`config.mk`:
```
export PLATFORM = sky130hd
export DESIGN_NAME = keypad_scanner
export DESIGN_NICKNAME = d
export VERILOG_FILES = /design/src/rtl/teclas_pkg.sv /design/src/rtl/keypad_sync.sv /design/src/rtl/keypad_scanner.sv
export SDC_FILE = /design/constraint.sdc
export NUM_CORES = 1
export LEC_CHECK = 0
export CAP_MARGIN = 20
export CORE_MARGIN = 1
export CORE_UTILIZATION = 40
export CTS_CLUSTER_DIAMETER = 30
export DETAILED_ROUTE_END_ITERATION = 6
export SYNTH_ARGS = -nofsm -noshare
export SYNTH_HDL_FRONTEND = slang
export SYNTH_HIERARCHICAL = 1
export SYNTH_SLANG_ARGS = --single-unit
```
`constraint.sdc`:
```
create_clock -name clk -period 2.37 [get_ports clk]
set_input_delay 0.237 -clock clk [delete_from_list [all_inputs] [get_ports clk]]
set_output_delay 0.237 -clock clk [all_outputs]
set_load 0.05 [all_outputs]
```
`src/rtl/teclas_pkg.sv`:
```
// Shared key codes and scanner state encoding for the stopwatch/calculator slice.
package teclas_pkg;

  localparam int unsigned KEY_W = 5;

  localparam logic [KEY_W-1:0] T_A    = 5'd10;
  localparam logic [KEY_W-1:0] T_B    = 5'd11;
  localparam logic [KEY_W-1:0] T_C    = 5'd12;
  localparam logic [KEY_W-1:0] T_D    = 5'd13;
  localparam logic [KEY_W-1:0] T_ASTE = 5'd14;
  localparam logic [KEY_W-1:0] T_HASH = 5'd15;
  localparam logic [KEY_W-1:0] T_NULL = 5'd16;

  typedef enum logic [1:0] {
    ST_SCAN      = 2'd0,
    ST_DEB_PRESS = 2'd1,
    ST_HELD      = 2'd2,
    ST_DEB_REL   = 2'd3
  } kp_state_e;

endpackage

```
`src/rtl/keypad_sync.sv`:
```
// Two-flop synchronizer; resets to all ones (idle level of pulled-up rows).
module keypad_sync #(
  parameter int unsigned W = 4
) (
  input  logic         clk,
  input  logic         rst_n,
  input  logic [W-1:0] d,
  output logic [W-1:0] q
);

  logic [W-1:0] s1_q, s1_d;
  logic [W-1:0] s2_q, s2_d;

  // Next values: shift the raw input through two stages.
  always_comb begin
    s1_d = d;
    s2_d = s1_q;
  end

  // Synchronizer stages.
  always_ff @(posedge clk or negedge rst_n) begin
    if (!rst_n) begin
      s1_q <= '1;
      s2_q <= '1;
    end else begin
      s1_q <= s1_d;
      s2_q <= s2_d;
    end
  end

  assign q = s2_q;

endmodule

```
`src/rtl/keypad_scanner.sv`:
```
// 4x4 active-low matrix keypad scanner with press/release debounce.
module keypad_scanner
  import teclas_pkg::*;
#(
  parameter int unsigned SETTLE_CYC = 3,
  parameter int unsigned DEB_CYC    = 20
) (
  input  logic             clk,
  input  logic             rst_n,
  input  logic [3:0]       rows_n,
  output logic [3:0]       cols_n,
  output logic [KEY_W-1:0] key,
  output logic             key_pulse
);

  localparam int unsigned CNT_W = $clog2(DEB_CYC + 1);
  localparam int unsigned SET_W = $clog2(SETTLE_CYC + 1);
  localparam logic [CNT_W-1:0] DEB_MAX  = CNT_W'(DEB_CYC);
  localparam logic [SET_W-1:0] SET_LAST = SET_W'(SETTLE_CYC - 1);

  // Key code for a (row, col) position of the matrix.
  function automatic logic [KEY_W-1:0] key_code(input logic [1:0] r, input logic [1:0] c);
    logic [KEY_W-1:0] k;
    case ({r, c})
      4'h0: k = 5'd1;   4'h1: k = 5'd2;  4'h2: k = 5'd3;   4'h3: k = T_A;
      4'h4: k = 5'd4;   4'h5: k = 5'd5;  4'h6: k = 5'd6;   4'h7: k = T_B;
      4'h8: k = 5'd7;   4'h9: k = 5'd8;  4'hA: k = 5'd9;   4'hB: k = T_C;
      4'hC: k = T_ASTE; 4'hD: k = 5'd0;  4'hE: k = T_HASH; default: k = T_D;
    endcase
    return k;
  endfunction

  // Lowest-index row that reads low.
  function automatic logic [1:0] low_row(input logic [3:0] r_n);
    logic [1:0] r;
    if (!r_n[0])      r = 2'd0;
    else if (!r_n[1]) r = 2'd1;
    else if (!r_n[2]) r = 2'd2;
    else              r = 2'd3;
    return r;
  endfunction

  logic [3:0]       rs;
  kp_state_e        state_q, state_d;
  logic [1:0]       col_q, col_d;
  logic [1:0]       row_q, row_d;
  logic [CNT_W-1:0] cnt_q, cnt_d;
  logic [SET_W-1:0] set_q, set_d;
  logic [KEY_W-1:0] key_q, key_d;
  logic             key_pulse_q, key_pulse_d;
  logic [3:0]       cols_n_q, cols_n_d;
  logic [CNT_W-1:0] cnt_inc;

  keypad_sync #(.W(4)) u_sync (
    .clk   (clk),
    .rst_n (rst_n),
    .d     (rows_n),
    .q     (rs)
  );

  // Scan / debounce next-state and registered-output logic.
  always_comb begin
    state_d     = state_q;
    col_d       = col_q;
    row_d       = row_q;
    cnt_d       = cnt_q;
    set_d       = set_q;
    key_d       = key_q;
    key_pulse_d = 1'b0;
    cnt_inc     = (cnt_q == DEB_MAX) ? cnt_q : cnt_q + CNT_W'(1);

    case (state_q)
      ST_SCAN: begin
        if (set_q == SET_LAST) begin
          set_d = '0;
          if (&rs) begin
            col_d = col_q + 2'd1;
          end else begin
            row_d   = low_row(rs);
            cnt_d   = CNT_W'(1);
            state_d = ST_DEB_PRESS;
          end
        end else begin
          set_d = set_q + SET_W'(1);
        end
      end
      ST_DEB_PRESS: begin
        if (!rs[row_q]) begin
          cnt_d = cnt_inc;
          if (cnt_inc == DEB_MAX) begin
            cnt_d       = '0;
            key_d       = key_code(row_q, col_q);
            key_pulse_d = 1'b1;
            state_d     = ST_HELD;
          end
        end else begin
          cnt_d   = '0;
          set_d   = '0;
          state_d = ST_SCAN;
        end
      end
      ST_HELD: begin
        if (rs[row_q]) begin
          cnt_d   = CNT_W'(1);
          state_d = ST_DEB_REL;
        end
      end
      ST_DEB_REL: begin
        if (rs[row_q]) begin
          cnt_d = cnt_inc;
          if (cnt_inc == DEB_MAX) begin
            cnt_d   = '0;
            set_d   = '0;
            key_d   = T_NULL;
            col_d   = col_q + 2'd1;
            state_d = ST_SCAN;
          end
        end else begin
          cnt_d   = '0;
          state_d = ST_HELD;
        end
      end
      default: state_d = ST_SCAN;
    endcase

    cols_n_d = ~(4'b0001 << col_d);
  end

  // State and output registers.
  always_ff @(posedge clk or negedge rst_n) begin
    if (!rst_n) begin
      state_q     <= ST_SCAN;
      col_q       <= '0;
      row_q       <= '0;
      cnt_q       <= '0;
      set_q       <= '0;
      key_q       <= T_NULL;
      key_pulse_q <= 1'b0;
      cols_n_q    <= 4'b1110;
    end else begin
      state_q     <= state_d;
      col_q       <= col_d;
      row_q       <= row_d;
      cnt_q       <= cnt_d;
      set_q       <= set_d;
      key_q       <= key_d;
      key_pulse_q <= key_pulse_d;
      cols_n_q    <= cols_n_d;
    end
  end

  assign cols_n    = cols_n_q;
  assign key       = key_q;
  assign key_pulse = key_pulse_q;

endmodule

```
== After elaboration in Yosys (flattened, before gate mapping) ==
Memory sizes are Yosys's and may differ from the RTL's.
Cells that the tools add are included.

* Bits in latches: 0
* Output and inout bits: 10
* Bits in writable memories: 0
* Logic and storage cells: 81
* Memories: 1
* Bits of input ports: 6
* Bits in registers: 31
* ROM bits: 64

* Bitwise logic cells: 2
* Mux-type cells: 38
* $mul: 0
* Divide/modulo/power cells: 0
* $add $sub $neg: 3
* Shifts and indexed selects: 1
* $lt $le $gt $ge: 1
* Reduce and logical (&&, ||, !) cells: 9
* Eq/ne operators: 16

{| class="wikitable"
|+ Memories
! name !! words !! bits a word !! read ports !! clocked after Yosys merged registers in !! write ports !! RTL line !! RTL
|-
| (name not given) || 16 || 4 || 1 || 0 || 0 || keypad_scanner.sv:24 || <nowiki>case ({r, c})</nowiki>
|}

{| class="wikitable"
|+ Operators with widths
! operator !! number
|-
| two-way mux 5 bit || 11
|-
| two-way mux 2 bit || 16
|-
| case mux 5 bit (4 select lines) || 1
|-
| != test 2 bit, second input constant || 8
|-
| == test 5 bit, second input constant || 2
|-
| case mux 5 bit (2 select lines) || 1
|-
| AND reduction 5 bit || 2
|-
| case mux 2 bit (4 select lines) || 1
|-
| AND reduction 4 bit || 2
|-
| == test 2 bit, second input constant || 3
|-
| != test 3 bit, second input constant || 2
|-
| case mux 2 bit (3 select lines) || 1
|-
| AND reduction 3 bit || 2
|-
| adder 5 x 1 -> 5 bit, second input constant || 1
|-
| two-way mux 1 bit || 5
|-
| adder 2 x 1 -> 2 bit, second input constant || 2
|-
| inverter 4 bit || 1
|-
| case mux 2 bit (2 select lines) || 1
|-
| << shifter 1 x 2 -> 4 bit, first input constant || 1
|-
| less-than comparator 2 x 3 -> 1 bit, second input constant || 1
|-
| nonzero test 3 bit || 1
|-
| binary-select mux 1 bit (select 2 bit) || 1
|-
| == test 2 x 1 -> 1 bit, second input constant || 1
|-
| logical NOT 2 bit || 1
|-
| other kinds (2) || 2
|}

== Longest topological paths before layout ==
Gate-level depths: netlist of run 1.

* Depth after elaboration: 8
* Depth in mapped cells: 9
* Depth with buffers taken out: 8

== Cells and area by module ==
The synthesis of run 1 kept the hierarchy.

{| class="wikitable"
|+ Modules (own cells, without submodules)
! module !! sequential area each (µm²) !! times used !! area each (µm²) !! cells an instance
|-
| keypad_scanner || 580.6 || 1 || 1626.6 || 183
|-
| keypad_sync || 210.2 || 1 || 210.2 || 8
|}

== Worst setup path before layout of run 1 ==
OpenSTA, ideal clock, no wires.

* Path kind: flip-flop to flip-flop
* Start: register cnt_q[0]
* End: register key_q[2], in the netlist key[2]
* Arrival: 2.339 ns
* Path buffers: 1
* Period minus slack after synthesis: 2.430 ns
* Slack: -0.060 ns
* Stages on the path, launching flop included: 10
* Required time: 2.278 ns
* Library setup time: 0.092 ns
* Cells stage by stage: dfrtp_1 -> inv_1 -> ha_1 -> a21o_1 -> a211oi_1 -> o211ai_1 -> or2_1 -> buf_6 -> a311o_1 -> o31ai_2

* Word-level cells in the longest chain between the ends: 5
* Elaborated cells on any way between the ends: 7
* Classes of those cells: 1 x add/sub; 4 x eq/ne; 1 x mux; 1 x reduce/logical

{| class="wikitable"
|+ RTL lines
! element !! RTL line !! RTL
|-
| start: declaration || keypad_scanner.sv:47 || <nowiki>logic [CNT_W-1:0] cnt_q, cnt_d;</nowiki>
|-
| start signal: assignment || keypad_scanner.sv:144 || <nowiki>cnt_q <= cnt_d;</nowiki>
|-
| adder 5 x 1 -> 5 bit or == test 5 bit (tied branches) || keypad_scanner.sv:70 || <nowiki>cnt_inc = (cnt_q == DEB_MAX) ? cnt_q : cnt_q + CNT_W'(1);</nowiki>
|-
| two-way mux 5 bit * || keypad_scanner.sv:70 ||
|-
| == test 5 bit * || keypad_scanner.sv:90, keypad_scanner.sv:111 ||
|-
| != test 2 bit (no line) || -- ||
|-
| AND reduction 5 bit (no line) * || -- ||
|-
| end signal: assignment || keypad_scanner.sv:146 || <nowiki>key_q <= key_d;</nowiki>
|-
| end: declaration || keypad_scanner.sv:49 || <nowiki>logic [KEY_W-1:0] key_q, key_d;</nowiki>
|}

Mark *: on every way between the ends. The rest lies on a longest branch, timed or not.
A chain may end at the register's enable or synchronous reset.

== Final worst setup path of run 1 ==
* Start: register cnt_q[1]
* End: register cols_n_q[1], in the netlist cols_n[1]

* Word-level cells in the longest chain between the ends: 8
* Elaborated cells on any way between the ends: 9
* Classes of those cells: 1 x add/sub; 2 x eq/ne; 1 x shift; 4 x mux; 1 x bitwise

{| class="wikitable"
|+ RTL lines
! element !! RTL line !! RTL
|-
| adder 5 x 1 -> 5 bit or == test 5 bit (tied branches) || keypad_scanner.sv:70 ||
|-
| two-way mux 5 bit * || keypad_scanner.sv:70 ||
|-
| == test 5 bit * || keypad_scanner.sv:111 || <nowiki>if (cnt_inc == DEB_MAX) begin</nowiki>
|-
| two-way mux 2 bit * || keypad_scanner.sv:111 ||
|-
| two-way mux 2 bit * || keypad_scanner.sv:109 || <nowiki>if (rs[row_q]) begin</nowiki>
|-
| case mux 2 bit (2 select lines) * || keypad_scanner.sv:72 || <nowiki>case (state_q)</nowiki>
|-
| named net col_d[1] || keypad_scanner.sv:45 || <nowiki>logic [1:0] col_q, col_d;</nowiki>
|-
| << shifter 1 x 2 -> 4 bit * || keypad_scanner.sv:126 || <nowiki>cols_n_d = ~(4'b0001 << col_d);</nowiki>
|-
| inverter 4 bit * || keypad_scanner.sv:126 ||
|-
| named net cols_n_d[1] || keypad_scanner.sv:51 || <nowiki>logic [3:0] cols_n_q, cols_n_d;</nowiki>
|-
| end signal: assignment || keypad_scanner.sv:148 || <nowiki>cols_n_q <= cols_n_d;</nowiki>
|-
| end: declaration || keypad_scanner.sv:51 ||
|}

The timed path passes the listed nets; every way through them passes the cells marked *.

==> summary.md, run 1 <==
| Metric | Value |
|---|---|
| Path depth of the worst reg2reg path | 9 |
| Total CTS buffers | 5 |
| Worst setup timing slack at the placement stage | -0.0149 ns |
| Count of H-tree levels built during CTS | 2 |
| Detail Placement HPWL | 2810 um |
| Post-route cell area | 0.00220 mm2 |
| Number of iterations in the first detailed-routing pass | 4 |
| Total Power | 2.72 mW |
| Count of placed standard cells in the final layout, fillers left out | 269 |
| Hold/Removal Path Class | input port to asynchronous set/reset pin |
| Vertical extent of the die | 69.8 um |
| Count of final setup violators | 0 |
| Worst IR drop on VDD | 0.000772 V |
| Data arrival time of the critical path | 2.58 ns |
| Number of cells in the design after placement | 259 |
| Total number of vias | 1511 |
| Average wire per cell in the routed design | 14.5 um |
| Share of cells above drive strength 1 | 20.7% |
| Flop and latch count out of synthesis | 31 |
| Kind of start point of the critical path | register |
| Maximum number of buffers from clock root to sink | 2 |
| CTS clock-pin slew for the worst setup and hold paths | 0.08 ns |
| Main flop type after synthesis | sky130_fd_sc_hd__dfrtp_1 |
| Fill count | 386 |
| Worst Max-Slew Pin Slew | 0.646 ns |
| Number of hold buffers added after CTS | 0 |
| Share of synthesized area spent on multiplexers | 5.72% |
| Placed inst area | 0.00208 mm2 |
| Cell Pwr Density | 1230 mW/mm2 |
| Run status | finished clean |
| Die Footprint | 0.00487 mm2 |
| Number of sinks driven by the clock tree | 31 |
| Antenna violations before repair | 0 |
| CP endpoint kind | register |
| First DRT Iteration DRCs | 77 |
| Layout Skew | 0.00974 ns |
| Required time at the endpoint of the critical path | 2.59 ns |
| Crit path launch | cnt_q[1]$_DFFE_PN0P_ |
| Capture point of the worst reg-to-reg path | cols_n[1]$_DFF_PN1_ |
| Fraction of the mapped netlist area in adder cells | 8.17% |
| Worst hold slack across all endpoints | 0.321 ns |
| Rel. slew slack | 56.9% |
| Via count of the first global-routing pass | 1519 |
| Time the final worst path needs with I/O delays and setup | 2.36 ns |
| Die width | 69.8 um |
| Xor and xnor fraction of the mapped netlist area | 0.477% |
| Total of warnings raised by yosys | 6 |
| Post-Synthesis Mean Instance Area | 9.62 um2 |
| Routed via count divided by cell count | 5.62 |
| Sum Neg Setup Slack | 0 ns |
| Clock root cell | sky130_fd_sc_hd__clkbuf_8 |
| Synthesis-to-layout area growth | 19.8% |
| Final worst-path cycle share | 99.4% |
| Syn Std Cell Area | 0.00184 mm2 |
| Initial core utilization | 41.9% |
| Number of violations of the max-capacitance limit | 0 |
| Most frequent cells in the layout | sky130_fd_sc_hd__nand2_1 (18), sky130_fd_sc_hd__o21ai_0 (18), sky130_fd_sc_hd__dfrtp_1 (17), sky130_fd_sc_hd__clkdlybuf4s50_1 (15), sky130_fd_sc_hd__a21oi_1 (13) |
| Worst skew pair latency | 0.29 ns |
| Crit path setup slack, layout | 0.0135 ns |
| Std cell rows | 24 |
| Final hold viol count | 0 |
| Worst Path Class, Setup | register to register |
| Number of synthesized flops with an enable pin | 0 |
| Main combinational cell family by area after synthesis | compound AO/OA/AOI/OAI gates |
| Highest Clock Rate | 424 MHz |
| Routability Congestion | 0.803 |
| Number of nets at the end of the flow | 234 |
| Number of max-slew violations in the final report | 0 |
| Gr ovfl total | 0 |
| Core Area | 0.00438 mm2 |
| Seq/Total Area, Yosys | 43.1% |
| Post-synthesis net count | 209 |
| Cell leakage power | 0.915 nW |
| Total GRT Usage | 17.4% |
| Residual DRC | 0 |
| Number of inserted diodes | 0 |
| Port Buf Inserts | 15 |
| Clock tree from TritonCTS | done |
| Synthesized-area fraction occupied by ao, oa, aoi and oai cells | 19.1% |
| Proportion of register bits with asynchronous set or reset after synthesis | 100% |
| Worst r2r src | cnt_q[1]$_DFFE_PN0P_ |
| Worst reg-to-reg setup slack | 0.01 ns |
| Number of standard cells after synthesis | 191 |
| Count of pins on the block boundary | 16 |
| Residual antenna-violating net count after detailed routing | 0 |
| Wire length of the first global-routing pass | 6760 um |
| Routed Wire Length | 3900 um |
| Highest fanout seen on the critical path | 6 |
| Unique cell type count in the Yosys netlist | 46 |
| Post-layout utilization of the core | 50.2% |
| Maximum number of pins on one net before global-route repair | 32 |
| Area share of and/or/nand/nor cells after synthesis | 18.3% |
power by group:
group / internal [mW] / switching [mW]
combinational: 0.577 / 0.909
clock: 0.210 / 0.227
sequential: 0.682 / 0.112
total: 1.47 / 1.25
flip-flops by register name, summed over array words and instances (netlist names), named ones only:
register and flops:
cnt_q 5, col_q 2, cols_n 4, key 5, key_pulse 1, row_q 2, set_q 2, state_q 1
u_sync/q 4, u_sync/s1_q 4
cells in the mapped netlist (2+ instances only):
library cell | n | share of area, %
sky130_fd_sc_hd__a211oi_1 | 2 | 0.82
sky130_fd_sc_hd__a21oi_1 | 13 | 3.5
sky130_fd_sc_hd__a221oi_1 | 2 | 0.95
sky130_fd_sc_hd__a311o_1 | 2 | 1.1
sky130_fd_sc_hd__a31oi_1 | 4 | 1.4
sky130_fd_sc_hd__buf_6 | 2 | 1.2
sky130_fd_sc_hd__clkbuf_1 | 5 | 1.0
sky130_fd_sc_hd__dfrtp_1 | 19 | 26
sky130_fd_sc_hd__dfstp_2 | 12 | 17
sky130_fd_sc_hd__ha_1 | 12 | 8.2
sky130_fd_sc_hd__inv_1 | 13 | 2.7
sky130_fd_sc_hd__mux2_2 | 2 | 1.2
sky130_fd_sc_hd__mux2i_1 | 6 | 3.3
sky130_fd_sc_hd__nand2_1 | 18 | 3.7
sky130_fd_sc_hd__nand2b_1 | 5 | 1.7
sky130_fd_sc_hd__nand3_1 | 10 | 2.7
sky130_fd_sc_hd__nand3b_1 | 2 | 0.82
sky130_fd_sc_hd__nand4_1 | 4 | 1.4
sky130_fd_sc_hd__nor2_1 | 5 | 1.0
sky130_fd_sc_hd__nor2b_1 | 2 | 0.68
sky130_fd_sc_hd__nor3_1 | 3 | 0.82
sky130_fd_sc_hd__nor4_1 | 2 | 0.68
sky130_fd_sc_hd__o211ai_1 | 2 | 0.82
sky130_fd_sc_hd__o21a_1 | 2 | 0.82
sky130_fd_sc_hd__o21ai_0 | 18 | 4.9
sky130_fd_sc_hd__o21ba_2 | 2 | 1.1
sky130_fd_sc_hd__or2b_1 | 2 | 0.82
sky130_fd_sc_hd__or3_1 | 2 | 0.68
timing repair:
item,4_1_cts,5_1_grt
buffers inserted,2,0
resized for setup,0,6
pin swaps,1,3
setup endpoints to repair,3,14
worst max-delay path by stage:
stage,to,slack (ns),cells after the start
finish,cols_n[1]$_DFF_PN1_,0.01,9
global route,key[2]$_DFFE_PN0P_,-0.03,8
CTS,cols_n[1]$_DFF_PN1_,0.005,9
detailed placement,cols_n[1]$_DFF_PN1_,-0.01,9
global placement,cols_n[1]$_DFF_PN1_,0.07,9
floorplan,key[2]$_DFFE_PN0P_,0.02,9
cells by family (layout without fill, tap and decap cells):
logic type	count (synthesis)	in the layout
AND/OR/NAND/NOR	62	62
AO/OA/AOI/OAI	55	55
flip-flops	31	31
buffers and inverters	21	47
adder cells (fa/ha/maj)	12	12
multiplexers	9	9
XOR/XNOR	1	1
final cells by class:
class | instances | area, um2 | area share, %
Multi-Input combinational cell | 139 | 968 | 44.0
Sequential cell | 31 | 793 | 36.0
Timing Repair Buffer | 26 | 233 | 10.6
Clock buffer | 5 | 68.8 | 3.13
Tap cell | 52 | 65.1 | 2.96
Inverter | 13 | 48.8 | 2.22
Clock inverter | 3 | 23.8 | 1.08
worst max-delay path, stage by stage (launching register included):
cell and delay [ns]:
sky130_fd_sc_hd__dfrtp_2 0.45, sky130_fd_sc_hd__inv_1 0.11, sky130_fd_sc_hd__ha_2 0.28, sky130_fd_sc_hd__o21ba_2 0.22
sky130_fd_sc_hd__o21a_1 0.12, sky130_fd_sc_hd__o211ai_1 0.20, sky130_fd_sc_hd__buf_4 0.22, sky130_fd_sc_hd__mux2i_1 0.11
sky130_fd_sc_hd__or3_1 0.41, sky130_fd_sc_hd__nand2b_1 0.18
metal layers:
| metal | GRT usage [%] | vias to the layer above | part of all wire (%) |
|---|---|---|---|
| li1 | - | 740 | - |
| met1 | 22.8 | 730 | 47 |
| met2 | 27.2 | 33 | 46 |
| met3 | 4.80 | 8 | 4.3 |
| met4 | 6.44 | 0 | 1.8 |
| met5 | 0 | - | 0 |
Note: power is estimated with default switching activity, not from simulation.
==> inputs of run 2 (changes only) <==
- TNS_END_PERCENT: unset -> 5
==> results of run 2 <==
Same layout as run 1: the final DEF is identical, and so are final timing and power.
